**src/rtl/mmu_demux_pkg.sv**
```systemverilog
// Shared types and constants for the five-way MMU response demultiplexer.
package mmu_demux_pkg;

  localparam int unsigned NUM_PORTS_C = 5;
  localparam int unsigned SEL_WIDTH_C = 3;

  typedef enum logic {IDLE, DISPATCH} top_state_t;
  typedef enum logic {EMPTY, WAIT} slot_state_t;

endpackage

```
**src/rtl/mmu_demux_slot.sv**
```systemverilog
// One downstream port slot: parks a dispatched payload, pulses o_drive, and
// holds the data until the consumer returns free.
module mmu_demux_slot
  import mmu_demux_pkg::*;
#(
  parameter int unsigned DATA_WIDTH = 128
) (
  input  logic                  clk,
  input  logic                  rst,
  input  logic                  i_load,
  input  logic [DATA_WIDTH-1:0] i_data,
  input  logic                  i_free,
  output logic                  o_drive,
  output logic [DATA_WIDTH-1:0] o_data,
  output logic                  o_busy,
  output logic                  o_spur
);

  slot_state_t           r_state;
  slot_state_t           w_state_d;
  logic                  r_drive;
  logic [DATA_WIDTH-1:0] r_data;

  // A free and a load in the same cycle: free first, then reload, so the
  // slot ends up WAIT holding the new payload.
  always_comb begin
    w_state_d = r_state;
    if (i_free && (r_state == WAIT)) begin
      w_state_d = EMPTY;
    end
    if (i_load) begin
      w_state_d = WAIT;
    end
  end

  always_ff @(posedge clk or posedge rst) begin
    if (rst) begin
      r_state <= EMPTY;
      r_drive <= 1'b0;
      r_data  <= '0;
    end else begin
      r_state <= w_state_d;
      r_drive <= i_load;
      if (i_load) begin
        r_data <= i_data;
      end
    end
  end

  assign o_drive = r_drive;
  assign o_data  = r_data;
  assign o_busy  = (r_state == WAIT);
  assign o_spur  = i_free && (r_state == EMPTY);

endmodule

```
**src/rtl/mmu_resp_demux5.sv**
```systemverilog
// One-to-five demultiplexer for the MMU drive/free handshake: captures a
// request, routes it to the selected port slot and releases upstream.
module mmu_resp_demux5
  import mmu_demux_pkg::*;
#(
  parameter int unsigned DATA_WIDTH = 128,
  parameter int unsigned SEL_WIDTH  = SEL_WIDTH_C,
  parameter int unsigned STALL_MAX  = 255
) (
  input  logic                   clk,
  input  logic                   rst,
  input  logic                   i_drive,
  input  logic [DATA_WIDTH-1:0]  i_data,
  input  logic [SEL_WIDTH-1:0]   i_sel,
  output logic                   o_free,
  output logic                   o_drive0,
  output logic                   o_drive1,
  output logic                   o_drive2,
  output logic                   o_drive3,
  output logic                   o_drive4,
  output logic [DATA_WIDTH-1:0]  o_data0,
  output logic [DATA_WIDTH-1:0]  o_data1,
  output logic [DATA_WIDTH-1:0]  o_data2,
  output logic [DATA_WIDTH-1:0]  o_data3,
  output logic [DATA_WIDTH-1:0]  o_data4,
  input  logic                   i_free0,
  input  logic                   i_free1,
  input  logic                   i_free2,
  input  logic                   i_free3,
  input  logic                   i_free4,
  output logic [NUM_PORTS_C-1:0] o_busy,
  output logic                   o_err,
  output logic                   o_stall
);

  localparam int unsigned NUM_PORTS = NUM_PORTS_C;
  localparam logic [7:0]  STALL_MAX_W = 8'(STALL_MAX);

  top_state_t                            r_state;
  top_state_t                            w_state_d;
  logic [DATA_WIDTH-1:0]                 r_data;
  logic [SEL_WIDTH-1:0]                  r_sel;
  logic [NUM_PORTS-1:0]                  r_tgt;
  logic [7:0]                            r_cnt;
  logic                                  r_free;
  logic                                  r_err;
  logic                                  r_stall;

  logic [NUM_PORTS-1:0]                  w_free;
  logic [NUM_PORTS-1:0]                  w_busy;
  logic [NUM_PORTS-1:0]                  w_spur;
  logic [NUM_PORTS-1:0]                  w_drive;
  logic [NUM_PORTS-1:0]                  w_load;
  logic [NUM_PORTS-1:0]                  w_sel_oh;
  logic [NUM_PORTS-1:0][DATA_WIDTH-1:0]  w_data;
  logic                                  w_go;
  logic                                  w_accept;
  logic                                  w_bad_sel;
  logic                                  w_drop;

  assign w_free   = {i_free4, i_free3, i_free2, i_free1, i_free0};
  assign w_sel_oh = NUM_PORTS'(1) << r_sel;

  // r_tgt is the registered one-hot decode of r_sel, filled in on the first
  // DISPATCH cycle; zero means not yet decoded, so no dispatch can fire.
  assign w_go = (r_state == DISPATCH) && ((r_tgt & (~w_busy | w_free)) != '0);

  always_comb begin
    w_state_d = r_state;
    w_load    = '0;
    w_accept  = 1'b0;
    w_bad_sel = 1'b0;
    w_drop    = 1'b0;
    unique case (r_state)
      IDLE: begin
        if (i_drive) begin
          if (i_sel >= SEL_WIDTH'(NUM_PORTS)) begin
            w_bad_sel = 1'b1;
          end else begin
            w_accept  = 1'b1;
            w_state_d = DISPATCH;
          end
        end
      end
      DISPATCH: begin
        w_drop = i_drive;
        if (w_go) begin
          w_load    = r_tgt;
          w_state_d = IDLE;
        end
      end
      default: w_state_d = IDLE;
    endcase
  end

  always_ff @(posedge clk or posedge rst) begin
    if (rst) begin
      r_state <= IDLE;
      r_data  <= '0;
      r_sel   <= '0;
      r_tgt   <= '0;
      r_cnt   <= '0;
      r_free  <= 1'b0;
      r_err   <= 1'b0;
      r_stall <= 1'b0;
    end else begin
      r_state <= w_state_d;
      if (w_accept) begin
        r_data <= i_data;
        r_sel  <= i_sel;
      end
      if (w_go || (r_state != DISPATCH)) begin
        r_tgt <= '0;
      end else begin
        r_tgt <= w_sel_oh;
      end
      r_free <= w_go || w_bad_sel;
      r_err  <= w_bad_sel || w_drop || (|w_spur);
      // Watchdog: one pulse when the wait reaches STALL_MAX, then saturate.
      if ((r_state == DISPATCH) && !w_go) begin
        if (r_cnt != STALL_MAX_W) begin
          r_cnt <= r_cnt + 8'd1;
        end
        r_stall <= (r_cnt == (STALL_MAX_W - 8'd1));
      end else begin
        r_cnt   <= '0;
        r_stall <= 1'b0;
      end
    end
  end

  for (genvar k = 0; k < NUM_PORTS; k++) begin : g_slot
    mmu_demux_slot #(
      .DATA_WIDTH(DATA_WIDTH)
    ) u_slot (
      .clk    (clk),
      .rst    (rst),
      .i_load (w_load[k]),
      .i_data (r_data),
      .i_free (w_free[k]),
      .o_drive(w_drive[k]),
      .o_data (w_data[k]),
      .o_busy (w_busy[k]),
      .o_spur (w_spur[k])
    );
  end

  assign o_free   = r_free;
  assign o_err    = r_err;
  assign o_stall  = r_stall;
  assign o_busy   = w_busy;
  assign o_drive0 = w_drive[0];
  assign o_drive1 = w_drive[1];
  assign o_drive2 = w_drive[2];
  assign o_drive3 = w_drive[3];
  assign o_drive4 = w_drive[4];
  assign o_data0  = w_data[0];
  assign o_data1  = w_data[1];
  assign o_data2  = w_data[2];
  assign o_data3  = w_data[3];
  assign o_data4  = w_data[4];

endmodule

```
**config.mk**
```make
export PLATFORM = sky130hd
export DESIGN_NAME = mmu_resp_demux5
export DESIGN_NICKNAME = d
export VERILOG_FILES = /design/src/rtl/mmu_demux_pkg.sv /design/src/rtl/mmu_demux_slot.sv /design/src/rtl/mmu_resp_demux5.sv
export SDC_FILE = /design/constraint.sdc
export NUM_CORES = 1
export LEC_CHECK = 0
export ABC_AREA = 1
export CAP_MARGIN = 15
export CORE_AREA = 4 4 302 304
export DETAILED_ROUTE_END_ITERATION = 8
export DIE_AREA = 0 0 306 308
export GPL_TIMING_DRIVEN = 1
export MAX_ROUTING_LAYER = met4
export SYNTH_ARGS = -nofsm -noshare
export SYNTH_HDL_FRONTEND = slang
export SYNTH_HIERARCHICAL = 1
export SYNTH_SLANG_ARGS = --single-unit
```
**constraint.sdc**
```tcl
create_clock -name clk -period 7.3 [get_ports clk]
set_input_delay 1.095 -clock clk [delete_from_list [all_inputs] [get_ports clk]]
set_output_delay 1.095 -clock clk [all_outputs]
set_load 0.05 [all_outputs]
```
==> results.tsv <==
stage	metric	value	unit
place	Placement Setup Slack	2.71	ns
final_layout	area of the multi-input gates	9330	sq um
die	initial cell density of the core	34.9	%
final_layout	Final Util	47.7	%
setup_path	Startpoint Class	input port	
global_routing	vias in the first global route	25457	
hold_path	worst min path class	reg2reg	
sta	Slew HR	27.7	%
yosys	Synthesis Warnings	6	
die	Die W	306	um
yosys	synthesized net count	3562	
clocking	Clock Pin Slew Worst Setup and Hold Paths	0.05	ns
sta	final period utilization	54.3	%
setup_path	Setup Crit Path Kind	in2reg	
setup_path	CP Buf/Inv Count	4	
setup_path	critical path endpoint category	register	
setup_path	crit-path cells	clkdlybuf4s50_1 > inv_1 > nand2_1 > nand2_1 > nand2_1 > nor2_1 > nand2_1 > nand2_1 > nor2_4 > inv_6 > buf_4 > nand2_1 > nand2_1	
yosys	count of different cell masters after synthesis	21	
global_routing	first-pass GRT wire length	176000	um
yosys	EDFF count, synth	0	
global_routing	GR Overflow Total	0	
clocking	CTS hold repair buffers	0	
clocking	H-tree depth	3	
sta	post-route setup slack	3.34	ns
die	Core Box Area	88200	sq um
setup_path	critical path data required time	7.79	ns
global_routing	largest net degree at the start of global routing	130	
place	post-DP HPWL	78500	um
final_layout	storage element area	20000	sq um
global_routing	initial antenna violation count	5	
routing	drt drc	0	
clocking	Worst-Skew Late Latency	0.63	ns
sta	Slew @ Worst Pin	1.08	ns
sta	total negative slack	0	ns
hold_path	worst hold endpoint	g_slot[1].u_slot/o_data[36]	
yosys	syn_area_per_cell	9.00	sq um
die	row count	109	
pwr	Power Dens Cells	411	nW/um^2
hold_path	Worst Min Path Start	g_slot[1].u_slot/o_data[36]	
place	GP Congestion	0.818	
setup_path	CP peak stage delay	0.91	ns
sta	Slew Viols, Final	0	
setup_path	FF-to-FF setup slack	3.86	ns
setup_path	Arr. time, crit path	4.45	ns
final_layout	Non-Filler Instances	5387	
sta	final hold vios	0	
sta	unrepaired setup endpoints after global routing	no	
outcome	status	finished clean	
die	Die Ht	308	um
die	DIE AREA	94200	sq um
setup_path	launch point of the worst reg-to-reg path	g_slot[4].u_slot/o_busy	
sta	crit path time final	3.96	ns
yosys	synth cell count leaders	nand2_1 (2209), dfrtp_1 (798), nand3_1 (140)	
hold_path	hold path depth	2	
die	I/O pin cnt	792	
clocking	Setup Fix Bufs, Post-CTS	0	
clocking	Clock Path Buffers	3	
setup_path	CP top delay family	simple AND/OR/NAND/NOR gates	
yosys	top cells by area, synth	dfrtp_1 (65%), nand2_1 (27%), nand3_1 (2.3%), buf_4 (1.9%), buf_6 (1.8%)	
sta	Final Setup Violations	0	
yosys	count leader, synth	nand2_1	
routing	DR vias/cell	4.80	
place	IO buf count	791	
clocking	cts bufs inserted	88	
yosys	cell taking the most area after synthesis	dfrtp_1	
yosys	fraction of registers with async set/reset	100	%
final_layout	Area growth, synth to finish	36.9	%
setup_path	reg2reg path depth	11	
routing	drt pass-1 iters	5	
clocking	clk sink count	798	
setup_path	Critical-path top delay cell	nor2_4	
routing	wire per inst	22.3	um
setup_path	Crit path top cell by count	nand2_1	
yosys	main flop type after synthesis	dfrtp_1	
place	Inst Count DP	5224	
sta	clock skew	0.0347	ns
pwr	Leak	0.0219	uW
routing	post-route ant nets	0	
job	MaxCap Viol Count	0	
setup_path	Crit Reg-Reg Endpoint	g_slot[1].u_slot/o_data[14]	
clocking	root buffer cell	clkbuf_16	
yosys	post-synthesis instance total	3421	
global_routing	gr usage total	25.5	%
yosys	Seq/Total Area, Yosys	64.9	%
final_layout	fill cell count	8448	
clocking	post-cts sizing count	0	
routing	Vias	25842	
pwr	Power Total	17300	uW
sta	fmax	252	MHz
yosys	Seq cells post-synth	798	
yosys	Post-Syn Area	30800	sq um
yosys	Yosys top cell area share	64.9	%
final_layout	final layout net count	4290	
routing	total wire length	120000	um
pwr	VDD IR-drop max	0.231	mV
final_layout	share of layout cells above drive strength 1	4.41	%
clocking	CTS tree	yes	
setup_path	largest fanout on the critical path	80	
routing	First DRT Iteration DRCs	1968	
flip-flops by register name (all words and copies together) (netlist names):
name	cells
r_data	128
g_slot.u_slot/o_drive	5
r_state	1
r_cnt	8
r_tgt	5
o_err	1
r_sel	3
o_stall	1
o_free	1
g_slot.u_slot/o_data	640
g_slot.u_slot/o_busy	5
routing by layer:
metal / share of wire, % / up-vias / track usage [%]
li1: - / 11849 / -
met1: 40 / 12626 / 31.3
met2: 47 / 1168 / 40.8
met3: 9.4 / 199 / 7.30
met4: 3.7 / 0 / 8.82
met5: 0 / - / -
power by group:
group	switching (uW)	internal, uW
Combinational	4100	1720
Clock	1870	2690
Sequential	1410	5520
worst max-delay path by stage:
stage	from	end	cells past startpoint
after floorplan	rst	o_err	1
after global placement	i_free0	g_slot[1].u_slot/o_data[125]	13
after detailed placement	i_free3	g_slot[1].u_slot/o_data[32]	13
after CTS	i_free4	g_slot[1].u_slot/o_data[32]	13
after global routing	i_free4	g_slot[1].u_slot/o_data[117]	13
final	i_free4	g_slot[1].u_slot/o_data[14]	13
area by class of cell:
| cell class | instances | share of cell area, % |
|---|---|---|
| well taps | 1165 | 3.46 |
| repair buffers | 821 | 19.5 |
| flip-flops and latches | 798 | 47.4 |
| inverters | 36 | 0.428 |
| diodes | 5 | 0.0297 |
| clock inverters | 22 | 0.736 |
| clock buffers | 136 | 6.30 |
| multi-input cells | 2404 | 22.1 |
stage by stage:
stage          area (sq um)  hold WS [ns]
2_1_floorplan         30800         0.505
3_3_place_gp          39200         0.452
3_5_place_dp          39200         0.457
4_1_cts               42100         0.471
5_1_grt               42100         0.479
6_report              42100         0.466
worst register-to-register path: cells and delay by family (launching register included):
kind / cells / cell delay [ns]
AND/OR/NAND/NOR: 9 / 1.73
buffers and inverters: 2 / 1.13
flip-flops: 1 / 0.43
cell families after synthesis:
logic type / share of synthesized area, %
adder cells (fa/ha/maj): 0.0813
AO/OA/AOI/OAI: 0.240
flip-flops: 64.9
AND/OR/NAND/NOR: 29.7
buffers and inverters: 5.01
XOR/XNOR: 0.0854
placed cells by master (no fill, tap or decap), types with 3 or more instances in the layout:
cell type	n
nor2_1	24
o21ai_0	5
inv_6	7
a21oi_1	8
clkbuf_8	25
buf_12	6
nor3_1	3
nor2_4	6
clkbuf_1	22
clkdlybuf4s50_1	791
nand3_1	140
clkbuf_16	89
nand2_1	2209
dfrtp_1	798
diode_2	5
clkinv_2	10
inv_1	25
buf_4	24
inv_4	4
bufinv_16	5
No activity file was read; power rests on OpenSTA's default activity.
